File: src/rtl/cpu_mon_pkg.sv
// Shared types and constants for the CPU run monitor.
package cpu_mon_pkg;

   typedef enum logic [1:0] {
      ST_RUN    = 2'd0,
      ST_DUMP   = 2'd1,
      ST_HALTED = 2'd2
   } state_e;

   localparam int unsigned CAUSE_WATCH   = 0;
   localparam int unsigned CAUSE_TIMEOUT = 1;
   localparam int unsigned CAUSE_W       = 2;

endpackage

File: src/rtl/cpu_mon_watch.sv
// One watchpoint channel: compares a shadow register read against a target value.
module cpu_mon_watch #(
   parameter int unsigned DATA_W = 32
) (
   input  logic              i_en,
   input  logic [DATA_W-1:0] i_val,
   input  logic [DATA_W-1:0] i_rd_data,
   output logic              o_match_c
);

   assign o_match_c = i_en && (i_rd_data == i_val);

endmodule

File: src/rtl/cpu_run_monitor.sv
// Run-control monitor: shadow register file, watch/timeout halt, register dump stream.
module cpu_run_monitor
   import cpu_mon_pkg::*;
#(
   parameter int unsigned DATA_W    = 32,
   parameter int unsigned ADDR_W    = 5,
   parameter int unsigned NUM_WATCH = 2,
   parameter int unsigned CYC_W     = 16
) (
   input  logic                        i_clk,
   input  logic                        i_rst_n,
   input  logic                        i_wb_en,
   input  logic [ADDR_W-1:0]           i_wb_addr,
   input  logic [DATA_W-1:0]           i_wb_data,
   input  logic [NUM_WATCH-1:0]        i_watch_en,
   input  logic [NUM_WATCH*ADDR_W-1:0] i_watch_addr,
   input  logic [NUM_WATCH*DATA_W-1:0] i_watch_val,
   input  logic [CYC_W-1:0]            i_cycle_limit,
   input  logic                        i_dump_req,
   output logic                        o_halt,
   output logic [CAUSE_W-1:0]          o_halt_cause,
   output logic [CYC_W-1:0]            o_cycle_count,
   output logic                        o_dump_valid,
   input  logic                        i_dump_ready,
   output logic [ADDR_W-1:0]           o_dump_idx,
   output logic [DATA_W-1:0]           o_dump_data,
   output logic                        o_dump_last
);

   localparam int unsigned NUM_REGS = 1 << ADDR_W;

   logic [DATA_W-1:0]  r_shadow [NUM_REGS];
   state_e             r_state, w_state_nx;
   logic               r_ret_halt, w_ret_halt_nx;
   logic               r_redump, w_redump_nx;
   logic               r_halt, w_halt_nx;
   logic [CAUSE_W-1:0] r_cause, w_cause_nx;
   logic [CYC_W-1:0]   r_cnt, w_cnt_nx;
   logic               r_valid, w_valid_nx;
   logic [ADDR_W-1:0]  r_idx, w_idx_nx;
   logic               r_last, w_last_nx;

   logic [NUM_WATCH-1:0] w_match;
   logic                 w_watch_hit;
   logic                 w_tmo_hit;
   logic                 w_halt_cond;
   logic                 w_beat;

   // Shadow register file; index 0 stays hard zero.
   always_ff @(posedge i_clk) begin
      if (!i_rst_n) begin
         for (int unsigned i = 0; i < NUM_REGS; i++) r_shadow[i] <= '0;
      end else if (i_wb_en && (i_wb_addr != '0)) begin
         r_shadow[i_wb_addr] <= i_wb_data;
      end
   end

   for (genvar g = 0; g < NUM_WATCH; g++) begin : g_watch
      cpu_mon_watch #(.DATA_W(DATA_W)) u_watch (
         .i_en      (i_watch_en[g]),
         .i_val     (i_watch_val[g*DATA_W +: DATA_W]),
         .i_rd_data (r_shadow[i_watch_addr[g*ADDR_W +: ADDR_W]]),
         .o_match_c (w_match[g])
      );
   end

   assign w_watch_hit = (|i_watch_en) && (&(w_match | ~i_watch_en));
   assign w_tmo_hit   = (i_cycle_limit != '0) && (r_cnt == i_cycle_limit);
   assign w_halt_cond = !r_halt && (w_watch_hit || w_tmo_hit);
   assign w_beat      = r_valid && i_dump_ready;

   // Next-state and output logic.
   always_comb begin
      w_state_nx    = r_state;
      w_ret_halt_nx = r_ret_halt;
      w_redump_nx   = r_redump;
      w_halt_nx     = r_halt;
      w_cause_nx    = r_cause;
      w_cnt_nx      = r_cnt;
      w_valid_nx    = r_valid;
      w_idx_nx      = r_idx;

      if (w_halt_cond) begin
         w_halt_nx                = 1'b1;
         w_cause_nx[CAUSE_WATCH]   = w_watch_hit;
         w_cause_nx[CAUSE_TIMEOUT] = w_tmo_hit;
      end else if (!r_halt && (r_cnt != '1)) begin
         w_cnt_nx = r_cnt + CYC_W'(1);
      end

      case (r_state)
         ST_RUN: begin
            if (w_halt_cond || r_redump) begin
               w_state_nx    = ST_DUMP;
               w_ret_halt_nx = 1'b1;
               w_redump_nx   = 1'b0;
               w_valid_nx    = 1'b1;
               w_idx_nx      = '0;
            end else if (i_dump_req) begin
               w_state_nx    = ST_DUMP;
               w_ret_halt_nx = 1'b0;
               w_valid_nx    = 1'b1;
               w_idx_nx      = '0;
            end
         end
         ST_DUMP: begin
            // A halt during a manual dump queues a second, halting dump.
            if (w_halt_cond) w_redump_nx = 1'b1;
            if (w_beat) begin
               if (r_idx == ADDR_W'(NUM_REGS - 1)) begin
                  w_valid_nx = 1'b0;
                  w_idx_nx   = '0;
                  w_state_nx = r_ret_halt ? ST_HALTED : ST_RUN;
               end else begin
                  w_idx_nx = r_idx + ADDR_W'(1);
               end
            end
         end
         ST_HALTED: begin
            if (i_dump_req) begin
               w_state_nx    = ST_DUMP;
               w_ret_halt_nx = 1'b1;
               w_valid_nx    = 1'b1;
               w_idx_nx      = '0;
            end
         end
         default: w_state_nx = ST_RUN;
      endcase

      w_last_nx = w_valid_nx && (w_idx_nx == ADDR_W'(NUM_REGS - 1));
   end

   always_ff @(posedge i_clk) begin
      if (!i_rst_n) begin
         r_state    <= ST_RUN;
         r_ret_halt <= 1'b0;
         r_redump   <= 1'b0;
         r_halt     <= 1'b0;
         r_cause    <= '0;
         r_cnt      <= '0;
         r_valid    <= 1'b0;
         r_idx      <= '0;
         r_last     <= 1'b0;
      end else begin
         r_state    <= w_state_nx;
         r_ret_halt <= w_ret_halt_nx;
         r_redump   <= w_redump_nx;
         r_halt     <= w_halt_nx;
         r_cause    <= w_cause_nx;
         r_cnt      <= w_cnt_nx;
         r_valid    <= w_valid_nx;
         r_idx      <= w_idx_nx;
         r_last     <= w_last_nx;
      end
   end

   assign o_halt        = r_halt;
   assign o_halt_cause  = r_cause;
   assign o_cycle_count = r_cnt;
   assign o_dump_valid  = r_valid;
   assign o_dump_idx    = r_idx;
   assign o_dump_last   = r_last;
   assign o_dump_data   = r_shadow[r_idx];

endmodule
File: config.mk
export PLATFORM = sky130hd
export DESIGN_NAME = cpu_run_monitor
export DESIGN_NICKNAME = d
export VERILOG_FILES = /design/src/rtl/cpu_mon_pkg.sv /design/src/rtl/cpu_mon_watch.sv /design/src/rtl/cpu_run_monitor.sv
export SDC_FILE = /design/constraint.sdc
export NUM_CORES = 2
export LEC_CHECK = 0
export CELL_PAD_IN_SITES_DETAIL_PLACEMENT = 0
export CELL_PAD_IN_SITES_GLOBAL_PLACEMENT = 2
export CORE_UTILIZATION = 50
export DETAILED_ROUTE_END_ITERATION = 7
export PLACE_DENSITY = 0.95
export SYNTH_ARGS = -nofsm -noshare
export SYNTH_HDL_FRONTEND = slang
export SYNTH_HIERARCHICAL = 1
export SYNTH_SLANG_ARGS = --single-unit
File: constraint.sdc
create_clock -name i_clk -period 8.38 [get_ports i_clk]
set_input_delay 1.676 -clock i_clk [delete_from_list [all_inputs] [get_ports i_clk]]
set_output_delay 1.676 -clock i_clk [all_outputs]
set_load 0.05 [all_outputs]
==> impl_metrics.ini <==
[clock_tree]
postCtsHoldBufs = 0
tritoncts = yes
clock-root-buffer = clkbuf_16
htreeDepth = 3
clk_pin_slew_worst_paths_ns = 0.06
clk_path_buf_depth = 3
cts.sinks = 1054
cts_resized = 0
clk_latency_ns = 0.74
cts_inserted_buffers = 116
post_cts_buffers = 0

[place]
hpwl_um = 140000
place_congestion = 0.908
io_buffers = 191
dpl_cell_area_sq_um = 68400

[timing]
period_minus_slack_ns = 7.10
slew_violations = 0
setup_tns_ns = 0
fin_crit_sh_pct = 84.7
final-hold-violation-count = 0
rsz0062_at_grt = no
finClkSkew_ns = 0.0274
slew-limit-headroom_pct = 7.61
fmax_mhz = 141
setup_viol = 0
worst_slew_pin_slew_ns = 1.38

[floorplanning]
ios = 192
fp.dieW_um = 360
initial_utilization_pct = 50.3
die_y_um = 360
die_area_sq_um = 130000
rows = 131
coreArea_sq_um = 128000

[power_and_ir_drop]
leakage_nw = 23.3
p_int_mw = 10.1
p_clk_share_pct = 38.7
p_comb_share_pct = 15.3
powerDensity_nw_per_um2 = 189
sw_frac_of_total_pct = 26.4
total_power_mw = 13.7
switchingPower_mw = 3.61
power_frac_seq_pct = 46.0
peakVddDrop_mv = 0.248

[global_route]
gr-total-overflow = 0
grt_pass1_wl_um = 328000
grt_pass1_vias = 41300
grt_max_degree = 113
antenna_found_initial = 28
grt.total_usage_pct = 36.8

[synth]
synth_top_area_cell = edfxtp_1
async_flop_share_pct = 0
syn-mean-instance-area_sq_um = 16.6
syn_inst = 3873
synth_cell_types = 54
yosysTopAreaCellShare_pct = 47.9
synth-main-ff-cell = edfxtp_1
synth_seq_cells = 1054
synth-edff-count = 1024
ys_seq_area_share_pct = 48.8
synth.area.top_cells = edfxtp_1 48%, mux4_2 34%, and2_1 9.7%
ys.warnings.count = 6
synthesis.area_sq_um = 64200

[critical_path]
startpoint_type = input pin
end_kind = register
path_cells = buf_8 > buf_4 > buf_4 > mux4_2 > mux4_2 > mux2_2 > xor2_1 > nor4_1 > nand3_1 > nor3_2 > mux2_1 > a21o_1 > a21oi_2 > nand2_1 > or4_1 > a21oi_1
worstSetupPathType = input pin to register
critPathArrivalTime_ns = 7.75
path_delay_family = multiplexers
slowest_stage = xor2_1
critPathMaxStageDelay_ns = 0.82
critPathBufInv = 3
worstPathMaxFanout = 36
required_ns = 9.03

[route]
avgRoutedWirePerCell_um = 41.8
routed_wl_um = 238000
drc = 0
avgViaCountPerCell = 7.53
antenna_left = 0
first_pass_iters = 6
first_iter_violations = 7883
vias = 42900

[layout]
drive_above_1_share_pct = 36.2
multi_input_area_sq_um = 31800
area_delta_synth_final_pct = 12.7
finalInstanceArea_sq_um = 72400
nFillCells = 9592
seq_area_sq_um = 31400
fin_nets = 4054
final_cell_mix = 1024 x edfxtp_1, 995 x and2_1, 960 x mux4_2
final_common_cell = edfxtp_1
final_util_pct = 56.7

[flow_run]
drv_cap = 0

[worst_hold_path]
hp-class = register to register

[outcome]
status = finished clean
## registers in the layout (all words and copies together) (netlist names)
register,cells
r_shadow,1024
o_cycle_count,16
o_dump_idx,5
o_halt_cause,2
r_state,2
o_dump_last,1
o_dump_valid,1
o_halt,1
r_redump,1
r_ret_halt,1
## cells in the mapped netlist (3+ instances only)
library cell / instances
and4_1: 4
nand3b_1: 5
buf_2: 74
dfxtp_1: 30
nand2_1: 19
nor2_1: 48
nand3_1: 14
and2_1: 995
buf_1: 27
nand2b_1: 5
xor2_1: 67
nand4_1: 11
o31ai_1: 4
and3_1: 4
nor3_1: 7
inv_1: 4
a21oi_1: 18
mux4_2: 960
edfxtp_1: 1024
xnor2_1: 18
o21bai_1: 3
or4_1: 5
clkbuf_1: 327
o21ai_0: 37
ha_1: 3
a31oi_1: 3
or3_1: 5
mux2_2: 96
buf_4: 7
nor4_1: 20
## worst min-delay path, cell delays in order, from the launching register on
cell and delay (ns):
dfxtp_1 0.31, nand2_1 0.05, a21oi_1 0.05
## layout make-up
type                    count  area share (%)
flip-flops and latches   1054            43.4
inverters                   5          0.0294
diodes                     21          0.0726
clock buffers             136            4.17
well taps                1662            2.87
repair buffers            330            4.42
clock inverters            80            1.17
multi-input cells        2410            43.9
## cell families after synthesis
family | count (synthesis) | synth area share [%]
and+or+nand+nor | 1152 | 11.0
muxes | 1059 | 35.4
DFF | 1054 | 48.8
buffers and inverters | 440 | 2.76
xor gates and xnor gates | 85 | 1.16
AOI/OAI and AO/OA | 79 | 0.729
adders and majority gates | 3 | 0.0585
other | 1 | 0.00584
## stage by stage
step	cells	worst slack [ns]	hold slack, ns
2_1_floorplan	3904	2.75	0.432
4_1_cts	5677	1.76	0.466
6_report	5698	1.28	0.469
3_3_place_gp	5461	0.957	0.445
5_1_grt	5685	1.28	0.498
3_5_place_dp	5461	1.00	0.454
## worst paths after layout
kind | depth (start not counted) | slack, ns | start | to
worst max register to register | 13 | 3.08 | r_shadow[19][27] | o_cycle_count[9]
worst max-delay path | 16 | 1.28 | i_watch_addr[0] | o_cycle_count[9]
worst min-delay path | 2 | 0.47 | r_ret_halt | r_ret_halt
worst min register to register | 2 | 0.47 | r_ret_halt | r_ret_halt
## power by group through the flow
| stage | clock network [mW] | logic (mW) | registers (mW) |
|---|---|---|---|
| 6_report | 5.29 | 2.10 | 6.30 |
| 5_1_grt | 5.49 | 2.12 | 6.32 |
| 3_5_place_dp | 0 | 2.03 | 6.39 |
| 3_3_place_gp | 0 | 2.01 | 6.36 |
| 2_1_floorplan | 0 | 1.29 | 6.33 |
| 4_1_cts | 5.30 | 2.03 | 6.28 |
## metal layers
layer | up-vias | part of all wire, % | track usage (%)
met5 | - | 0.082 | 0.703
li1 | 15700 | - | -
met3 | 883 | 17 | 16.2
met1 | 22000 | 33 | 47.5
met4 | 12 | 6.5 | 19.7
met2 | 4332 | 43 | 52.4
Note: power is estimated with default switching activity, not from simulation.
